`config.mk`:
```
export PLATFORM = sky130hd
export DESIGN_NAME = fetch_sequencer_flat
export DESIGN_NICKNAME = d
export VERILOG_FILES = /design/src/rtl/fetch_sequencer_pkg.sv /design/src/rtl/fetch_sequencer_if.sv /design/src/rtl/fetch_sequencer_pc_next_select.sv /design/src/rtl/fetch_sequencer.sv /design/src/flat_wrapper.sv
export SDC_FILE = /design/constraint.sdc
export NUM_CORES = 1
export LEC_CHECK = 0
export ABC_AREA = 1
export BUFFER_PORTS_ARGS = -buffer_cell sky130_fd_sc_hd__buf_2
export CAP_MARGIN = 20
export CORE_ASPECT_RATIO = 0.6
export CORE_UTILIZATION = 56
export CTS_BUF_LIST = sky130_fd_sc_hd__clkbuf_8
export CTS_CLUSTER_DIAMETER = 40
export CTS_CLUSTER_SIZE = 30
export DETAILED_ROUTE_END_ITERATION = 8
export PLACE_DENSITY_LB_ADDON = 0.12
export SLEW_MARGIN = 30
export SYNTH_ARGS = -nofsm -noshare
export SYNTH_HDL_FRONTEND = slang
export SYNTH_SLANG_ARGS = --single-unit
```
`constraint.sdc`:
```
create_clock -name clk -period 3.5 [get_ports clk]
set_input_delay 0.175 -clock clk [delete_from_list [all_inputs] [get_ports clk]]
set_output_delay 0.175 -clock clk [all_outputs]
set_load 0.005 [all_outputs]
```
`src/rtl/fetch_sequencer_pkg.sv`:
```
// Shared types and constants for the instruction-fetch sequencer.
package fetch_pkg;

  typedef enum logic [1:0] {
    RUN   = 2'd0,
    FAULT = 2'd1,
    HALT  = 2'd2
  } fetch_state_e;

  localparam logic [3:0]  HALT_OPCODE = 4'hE;
  localparam int unsigned PC_STEP     = 2;
  localparam logic [15:0] COUNT_MAX   = 16'hFFFF;

endpackage

```
`src/rtl/fetch_sequencer_if.sv`:
```
// Fetch-stage bus: control inputs, instruction memory port and IF/ID outputs.
interface fetch_sequencer_if #(
  parameter int unsigned ADDR_W  = 16,
  parameter int unsigned INSTR_W = 16
);
  logic               stall;
  logic               redirect_valid;
  logic [ADDR_W-1:0]  redirect_target;
  logic [ADDR_W-1:0]  imem_addr;
  logic [INSTR_W-1:0] imem_data;
  logic [INSTR_W-1:0] instr;
  logic [ADDR_W-1:0]  instr_pc;
  logic               instr_valid;
  logic [ADDR_W-1:0]  pc_plus2;
  logic               fault;
  logic               halted;
  logic [15:0]        fetch_count;

  modport master (
    input  stall, redirect_valid, redirect_target, imem_data,
    output imem_addr, instr, instr_pc, instr_valid, pc_plus2, fault, halted, fetch_count
  );

  modport slave (
    output stall, redirect_valid, redirect_target, imem_data,
    input  imem_addr, instr, instr_pc, instr_valid, pc_plus2, fault, halted, fetch_count
  );
endinterface

```
`src/rtl/fetch_sequencer_pc_next_select.sv`:
```
// Combinational next-PC selection with redirect/stall priority and range/alignment checks.
module pc_next_select
  import fetch_pkg::*;
#(
  parameter int unsigned ADDR_W    = 16,
  parameter int unsigned MEM_WORDS = 30
) (
  input  logic [ADDR_W-1:0] pc,
  input  logic              stall,
  input  logic              redirect_valid,
  input  logic [ADDR_W-1:0] redirect_target,
  output logic [ADDR_W-1:0] pc_next,
  output logic              fetch,
  output logic              redirect_ok,
  output logic              fault_set
);
  localparam logic [ADDR_W:0] PC_LIMIT = (ADDR_W+1)'(2 * MEM_WORDS);

  logic tgt_ok;
  logic pc_ok;

  assign tgt_ok = !redirect_target[0] && ({1'b0, redirect_target} < PC_LIMIT);
  assign pc_ok  = !pc[0] && ({1'b0, pc} < PC_LIMIT);

  always_comb begin
    pc_next     = pc;
    fetch       = 1'b0;
    redirect_ok = 1'b0;
    fault_set   = 1'b0;
    if (redirect_valid) begin
      if (tgt_ok) begin
        pc_next     = redirect_target;
        redirect_ok = 1'b1;
      end else begin
        fault_set = 1'b1;
      end
    end else if (!stall) begin
      if (!pc_ok) begin
        fault_set = 1'b1;
      end else begin
        fetch   = 1'b1;
        pc_next = pc + ADDR_W'(PC_STEP);
      end
    end
  end
endmodule

```
`src/rtl/fetch_sequencer.sv`:
```
// Instruction-fetch controller: PC, IF/ID register, sticky fault and fetch counter.
// Optional halt-opcode detection enabled by defining FETCH_HALT_DETECT_EN.
module fetch_sequencer
  import fetch_pkg::*;
#(
  parameter int unsigned ADDR_W    = 16,
  parameter int unsigned INSTR_W   = 16,
  parameter int unsigned MEM_WORDS = 30,
  parameter int unsigned RESET_PC  = 0
) (
  input  logic               clk,
  input  logic               reset,
  fetch_sequencer_if.master  bus
);
  fetch_state_e       state_q, state_d;
  logic [ADDR_W-1:0]  pc_q, pc_d;
  logic [INSTR_W-1:0] instr_q, instr_d;
  logic [ADDR_W-1:0]  instr_pc_q, instr_pc_d;
  logic               valid_q, valid_d;
  logic               fault_q, fault_d;
  logic               halted_q, halted_d;
  logic [15:0]        count_q, count_d;

  logic [ADDR_W-1:0]  pc_next;
  logic               fetch, redirect_ok, fault_set;

  pc_next_select #(
    .ADDR_W    (ADDR_W),
    .MEM_WORDS (MEM_WORDS)
  ) u_pc_next_select (
    .pc              (pc_q),
    .stall           (bus.stall),
    .redirect_valid  (bus.redirect_valid),
    .redirect_target (bus.redirect_target),
    .pc_next         (pc_next),
    .fetch           (fetch),
    .redirect_ok     (redirect_ok),
    .fault_set       (fault_set)
  );

  always_ff @(posedge clk or posedge reset) begin
    if (reset) begin
      state_q    <= RUN;
      pc_q       <= ADDR_W'(RESET_PC);
      instr_q    <= '0;
      instr_pc_q <= '0;
      valid_q    <= 1'b0;
      fault_q    <= 1'b0;
      halted_q   <= 1'b0;
      count_q    <= '0;
    end else begin
      state_q    <= state_d;
      pc_q       <= pc_d;
      instr_q    <= instr_d;
      instr_pc_q <= instr_pc_d;
      valid_q    <= valid_d;
      fault_q    <= fault_d;
      halted_q   <= halted_d;
      count_q    <= count_d;
    end
  end

  always_comb begin
    state_d    = state_q;
    pc_d       = pc_q;
    instr_d    = instr_q;
    instr_pc_d = instr_pc_q;
    valid_d    = valid_q;
    fault_d    = fault_q;
    halted_d   = halted_q;
    count_d    = count_q;
    case (state_q)
      RUN: begin
        if (redirect_ok) begin
          pc_d    = pc_next;
          valid_d = 1'b0;
        end else if (fault_set) begin
          state_d = FAULT;
          fault_d = 1'b1;
          valid_d = 1'b0;
        end else if (fetch) begin
          instr_d    = bus.imem_data;
          instr_pc_d = pc_q;
          valid_d    = 1'b1;
          pc_d       = pc_next;
          if (count_q != COUNT_MAX) count_d = count_q + 16'd1;
`ifdef FETCH_HALT_DETECT_EN
          // Halt word is still delivered and counted; the state change stops further fetches.
          if (bus.imem_data[INSTR_W-1 -: 4] == HALT_OPCODE) begin
            state_d  = HALT;
            halted_d = 1'b1;
          end
`endif
        end
      end
      default: valid_d = 1'b0;
    endcase
  end

  assign bus.imem_addr   = pc_q;
  assign bus.instr       = instr_q;
  assign bus.instr_pc    = instr_pc_q;
  assign bus.instr_valid = valid_q;
  assign bus.pc_plus2    = instr_pc_q + ADDR_W'(PC_STEP);
  assign bus.fault       = fault_q;
  assign bus.halted      = halted_q;
  assign bus.fetch_count = count_q;
endmodule

```
`src/flat_wrapper.sv`:
```
// flat-port wrapper written by rule: the top's interface ports become plain ports
module fetch_sequencer_flat import fetch_pkg::*;
#(
  parameter int unsigned ADDR_W    = 16,
  parameter int unsigned INSTR_W   = 16,
  parameter int unsigned MEM_WORDS = 30,
  parameter int unsigned RESET_PC  = 0
)
  (clk, reset, bus_stall, bus_redirect_valid, bus_redirect_target, bus_imem_data, bus_imem_addr, bus_instr, bus_instr_pc, bus_instr_valid, bus_pc_plus2, bus_fault, bus_halted, bus_fetch_count);
  fetch_sequencer_if #(.ADDR_W(ADDR_W), .INSTR_W(INSTR_W)) bus_i ();
  input  logic clk;
  input  logic reset;
  input wire logic [$bits(bus_i.stall)-1:0] bus_stall;
  input wire logic [$bits(bus_i.redirect_valid)-1:0] bus_redirect_valid;
  input wire logic [$bits(bus_i.redirect_target)-1:0] bus_redirect_target;
  input wire logic [$bits(bus_i.imem_data)-1:0] bus_imem_data;
  output wire logic [$bits(bus_i.imem_addr)-1:0] bus_imem_addr;
  output wire logic [$bits(bus_i.instr)-1:0] bus_instr;
  output wire logic [$bits(bus_i.instr_pc)-1:0] bus_instr_pc;
  output wire logic [$bits(bus_i.instr_valid)-1:0] bus_instr_valid;
  output wire logic [$bits(bus_i.pc_plus2)-1:0] bus_pc_plus2;
  output wire logic [$bits(bus_i.fault)-1:0] bus_fault;
  output wire logic [$bits(bus_i.halted)-1:0] bus_halted;
  output wire logic [$bits(bus_i.fetch_count)-1:0] bus_fetch_count;
  assign bus_i.stall = bus_stall;
  assign bus_i.redirect_valid = bus_redirect_valid;
  assign bus_i.redirect_target = bus_redirect_target;
  assign bus_i.imem_data = bus_imem_data;
  assign bus_imem_addr = bus_i.imem_addr;
  assign bus_instr = bus_i.instr;
  assign bus_instr_pc = bus_i.instr_pc;
  assign bus_instr_valid = bus_i.instr_valid;
  assign bus_pc_plus2 = bus_i.pc_plus2;
  assign bus_fault = bus_i.fault;
  assign bus_halted = bus_i.halted;
  assign bus_fetch_count = bus_i.fetch_count;
  fetch_sequencer #(.ADDR_W(ADDR_W), .INSTR_W(INSTR_W), .MEM_WORDS(MEM_WORDS), .RESET_PC(RESET_PC)) u_core (.clk(clk), .reset(reset), .bus(bus_i));
endmodule
```
==> impl_metrics.csv <==
group,metric,value,unit
logic_synthesis,cell_taking_the_most_area_after_synthesis,"sky130_fd_sc_hd__dfrtp_1",
route,routedWlPerCell,12.85,um
sta,worst_slew_pin_slew,755.2,ps
worst_setup_path,timing.critical_path.required,3320,ps
worst_setup_path,critical_path.reg2reg.startpoint,"u_core.bus.imem_addr[10]$_DFFE_PP0P_",
worst_setup_path,setup.worst_path.class,"reg2out",
clocking,clock-root-buffer,"sky130_fd_sc_hd__clkbuf_8",
placement,port_buffers,117,
worst_hold_path,hp-class,"in2reg",
global_route,grt_antenna_before_repair,0,
sta,hold_slack_final,39.59,ps
die,die_w,101.9,um
global_route,total_gr_overflow,0,
logic_synthesis,synth_edf_count,0,
logic_synthesis,asyncSetResetFlopFracSynth,1.000,
logic_synthesis,synth-seq-cells,66,
finish,insertedDiodeCount,0,
logic_synthesis,synthDominantCellAreaShare,0.4924,
clocking,clk_pin_slew,70,ps
sta,finClkSkew,4.815,ps
global_route,via_count_of_the_first_global_routing_pass,2777,
worst_setup_path,reg2regPathDepth,7,
logic_synthesis,main_area_contributors_after_synthesis,"sky130_fd_sc_hd__dfrtp_1, sky130_fd_sc_hd__nand2_1, sky130_fd_sc_hd__nor2_1, sky130_fd_sc_hd__nand3_1, sky130_fd_sc_hd__xor2_1",
sta,timing_hold_violations_final,0,
global_route,grt_start_max_net_pins,53,
finish,design.final.nets,569,
route,avgViaCountPerCell,5.064,
sta,rsz0062_at_grt,"no",
global_route,grt_use_total,0.2756,
clocking,cts-buffers-inserted,9,
sta,final_max_slew_viol_count,0,
clocking,cts_max_level,3,
logic_synthesis,yosys_most_used_dff,"sky130_fd_sc_hd__dfrtp_1",
logic_synthesis,synth_warnings,0,
worst_setup_path,critical_path.startpoint_type,"flop",
sta,final-setup-viol-count,0,
logic_synthesis,synthCells,415,
route,drt_iter0_markers,162,
route,drt_pre_antenna_iters,5,
sta,max_slew_margin,0.4953,
placement,routabilityCongestion,0.8579,
finish,layout-area-overhead-vs-synth,23.05,%
logic_synthesis,synth.cell_area,0.003354,mm^2
worst_setup_path,critical-path-max-stage-delay,420,ps
worst_hold_path,worstHoldEndpoint,"u_core.bus.instr[11]$_DFFE_PP0P_",
logic_synthesis,postSynthNetCount,454,
worst_setup_path,path_common_cell,"sky130_fd_sc_hd__nand3_1",
route,route.detailed.drc,0,
route,number_of_nets_with_antenna_violations_after_routing,0,
die,initial_core_util,0.5910,
sta,final_period_minus_worst_setup_slack,2063,ps
outcome,status,"completed",
worst_setup_path,crit_path_max_fanout,4,
clocking,cts-resized-gates,0,
worst_setup_path,timing.critical_path.to_type,"output pin",
worst_hold_path,hold_path_depth,3,
worst_setup_path,critical_path_at,1890,ps
route,routed_vias,3109,
logic_synthesis,synth.most_common_cell,"sky130_fd_sc_hd__nand2_1",
die,fp.dieH,61.95,um
worst_hold_path,holdCritStartpoint,"bus_imem_data[11]",
worst_setup_path,worst_path_cell_chain,"ha_1 -> nand3_1 -> nor2_1 -> nand3_1 -> inv_1 -> nand2_1 -> xor2_1 -> buf_2",
logic_synthesis,count_of_unique_library_cells_instantiated_by_yosys,28,
logic_synthesis,synth.avg_cell_area,8.083,um^2
die,core_footprint,0.005675,mm^2
worst_setup_path,worst-r2r-setup-slack,1490,ps
finish,post-route-cell-area,0.004128,mm^2
clocking,cts_num_sinks,66,
worst_setup_path,critical_path.reg2reg.endpoint,"u_core.bus.instr[8]$_DFFE_PP0P_",
clocking,clock_latency_on_the_worst_skew_pair,340,ps
clocking,cts.repair_timing.setup_buffer_count,0,
finish,fraction_of_layout_instances_using_a_drive_strength_above_1,0.2790,
placement,placement.cell_area,0.003948,mm^2
sta,fmax,484.7,MHz
pwr,power_per_unit_of_standard_cell_area,330.6,mW/mm^2
worst_setup_path,timing.critical_path.from,"u_core.bus.instr_pc[1]$_DFFE_PP0P_",
sta,tns,0,ps
pwr,irDropWorstVdd,0.0003092,V
global_route,wire_length_of_the_first_global_routing_pass,12.98,mm
worst_setup_path,slowest_stage,"sky130_fd_sc_hd__dfrtp_1",
route,routed_wl,7.892,mm
clocking,cts_tree,"done",
sta,min_period_over_period,0.5894,
logic_synthesis,post_synth_most_frequent_cells,"sky130_fd_sc_hd__nand2_1, sky130_fd_sc_hd__dfrtp_1, sky130_fd_sc_hd__nor2_1",
clocking,ctsLongestPathBuffers,2,
die,num_rows,21,
placement,hpwlAfterDp,5.762,mm
logic_synthesis,yosysSeqAreaShare,0.4924,
pwr,power.leakage,2.399,nW
die,number_of_top_level_pins,119,
flow_run,maxCapViolCount,0,
die,die_footprint,0.006314,mm^2
## worst max-delay path: cells and delay by family (launching register included)
kind          cells  cell delay [ps]
fa+ha+maj         1              210
flops             1              420
simple gates      4              570
buf+inv           2              220
xor+xnor          1              130
## layout by cell type, fill, tap and decap left out, drive strengths merged
cell type,n
nor3,5
nand2,141
a21boi,5
conb,1
buf,118
ha,3
a21oi,3
clkinv,3
o21ai,26
nand3,34
nand3b,3
xor2,16
inv,33
nand4,2
clkbuf,11
dfrtp,66
nor2,54
dlygate4sd3,1
xnor2,9
## kinds of logic after synthesis
| logic type | synth area share |
|---|---|
| adders and majority gates | 0.01119 |
| buffers and inverters | 0.06639 |
| DFF | 0.4924 |
| xor gates and xnor gates | 0.06527 |
| other | 0.001118 |
| and+or+nand+nor | 0.3059 |
| AOI/OAI and AO/OA | 0.05781 |
## final cells by class
| class | count | area [um^2] |
|---|---|---|
| flip-flops and latches | 66 | 1652 |
| fillers | 459 | 1548 |
| multi-input cells | 302 | 1480 |
| repair buffers | 119 | 603.1 |
| clock buffers | 11 | 151.4 |
| inverters | 32 | 122.6 |
| well taps | 80 | 100.1 |
| clock inverters | 4 | 18.77 |
## where the power goes
part	internal (mW)	total, mW	switching, mW
clock network	0.285	0.555	0.270
logic	0.0187	0.0467	0.0280
registers	0.763	0.763	0.0000184
total	1.07	1.36	0.298
## flip-flops by register name, indices dropped and copies added, names as in the netlist
register	flops
u_core.bus.fetch_count	16
u_core.bus.imem_addr	16
u_core.bus.instr	16
u_core.bus.instr_pc	16
u_core.bus.instr_valid	1
u_core.state_q	1
## how the worst max path moves through the flow
stage                                                       end  slack [ps]
after detailed placement        u_core.bus.instr[8]$_DFFE_PP0P_        1480
final                                          bus_pc_plus2[15]        1440
after floorplan           u_core.bus.fetch_count[0]$_DFFE_PP0P_        1670
after global placement       u_core.bus.instr_pc[5]$_DFFE_PP0P_        1580
after global routing         u_core.bus.instr_pc[1]$_DFFE_PP0P_        1270
after CTS                                      bus_pc_plus2[15]        1410
## metal layers
metal  share of wire  track usage  vias to the layer above
met5               0            0                        -
met4           0.012      0.07755                        0
met3           0.085      0.08613                       14
met2            0.41       0.4102                      144
met1            0.49       0.3943                     1427
li1                -            -                     1524
## metrics by stage
stage | setup WS, ps | util | power [mW] | instances
final | 1437 | 0.7273 | 1.364 | 614
after global routing | 1271 | 0.7273 | 1.425 | 614
after CTS | 1414 | 0.7273 | 1.378 | 614
after detailed placement | 1485 | 0.6955 | 0.8238 | 598
after global placement | 1583 | 0.6951 | 0.8233 | 598
after floorplan | 1670 | - | 0.7977 | 415
## what timing repair did
action | 4_1_cts | 5_1_grt
hold endpoints to repair | 51 | 0
endpoints found under the setup margin | 0 | 0
hold buffers | 1 | 0
(Power assumes the default switching activity.)
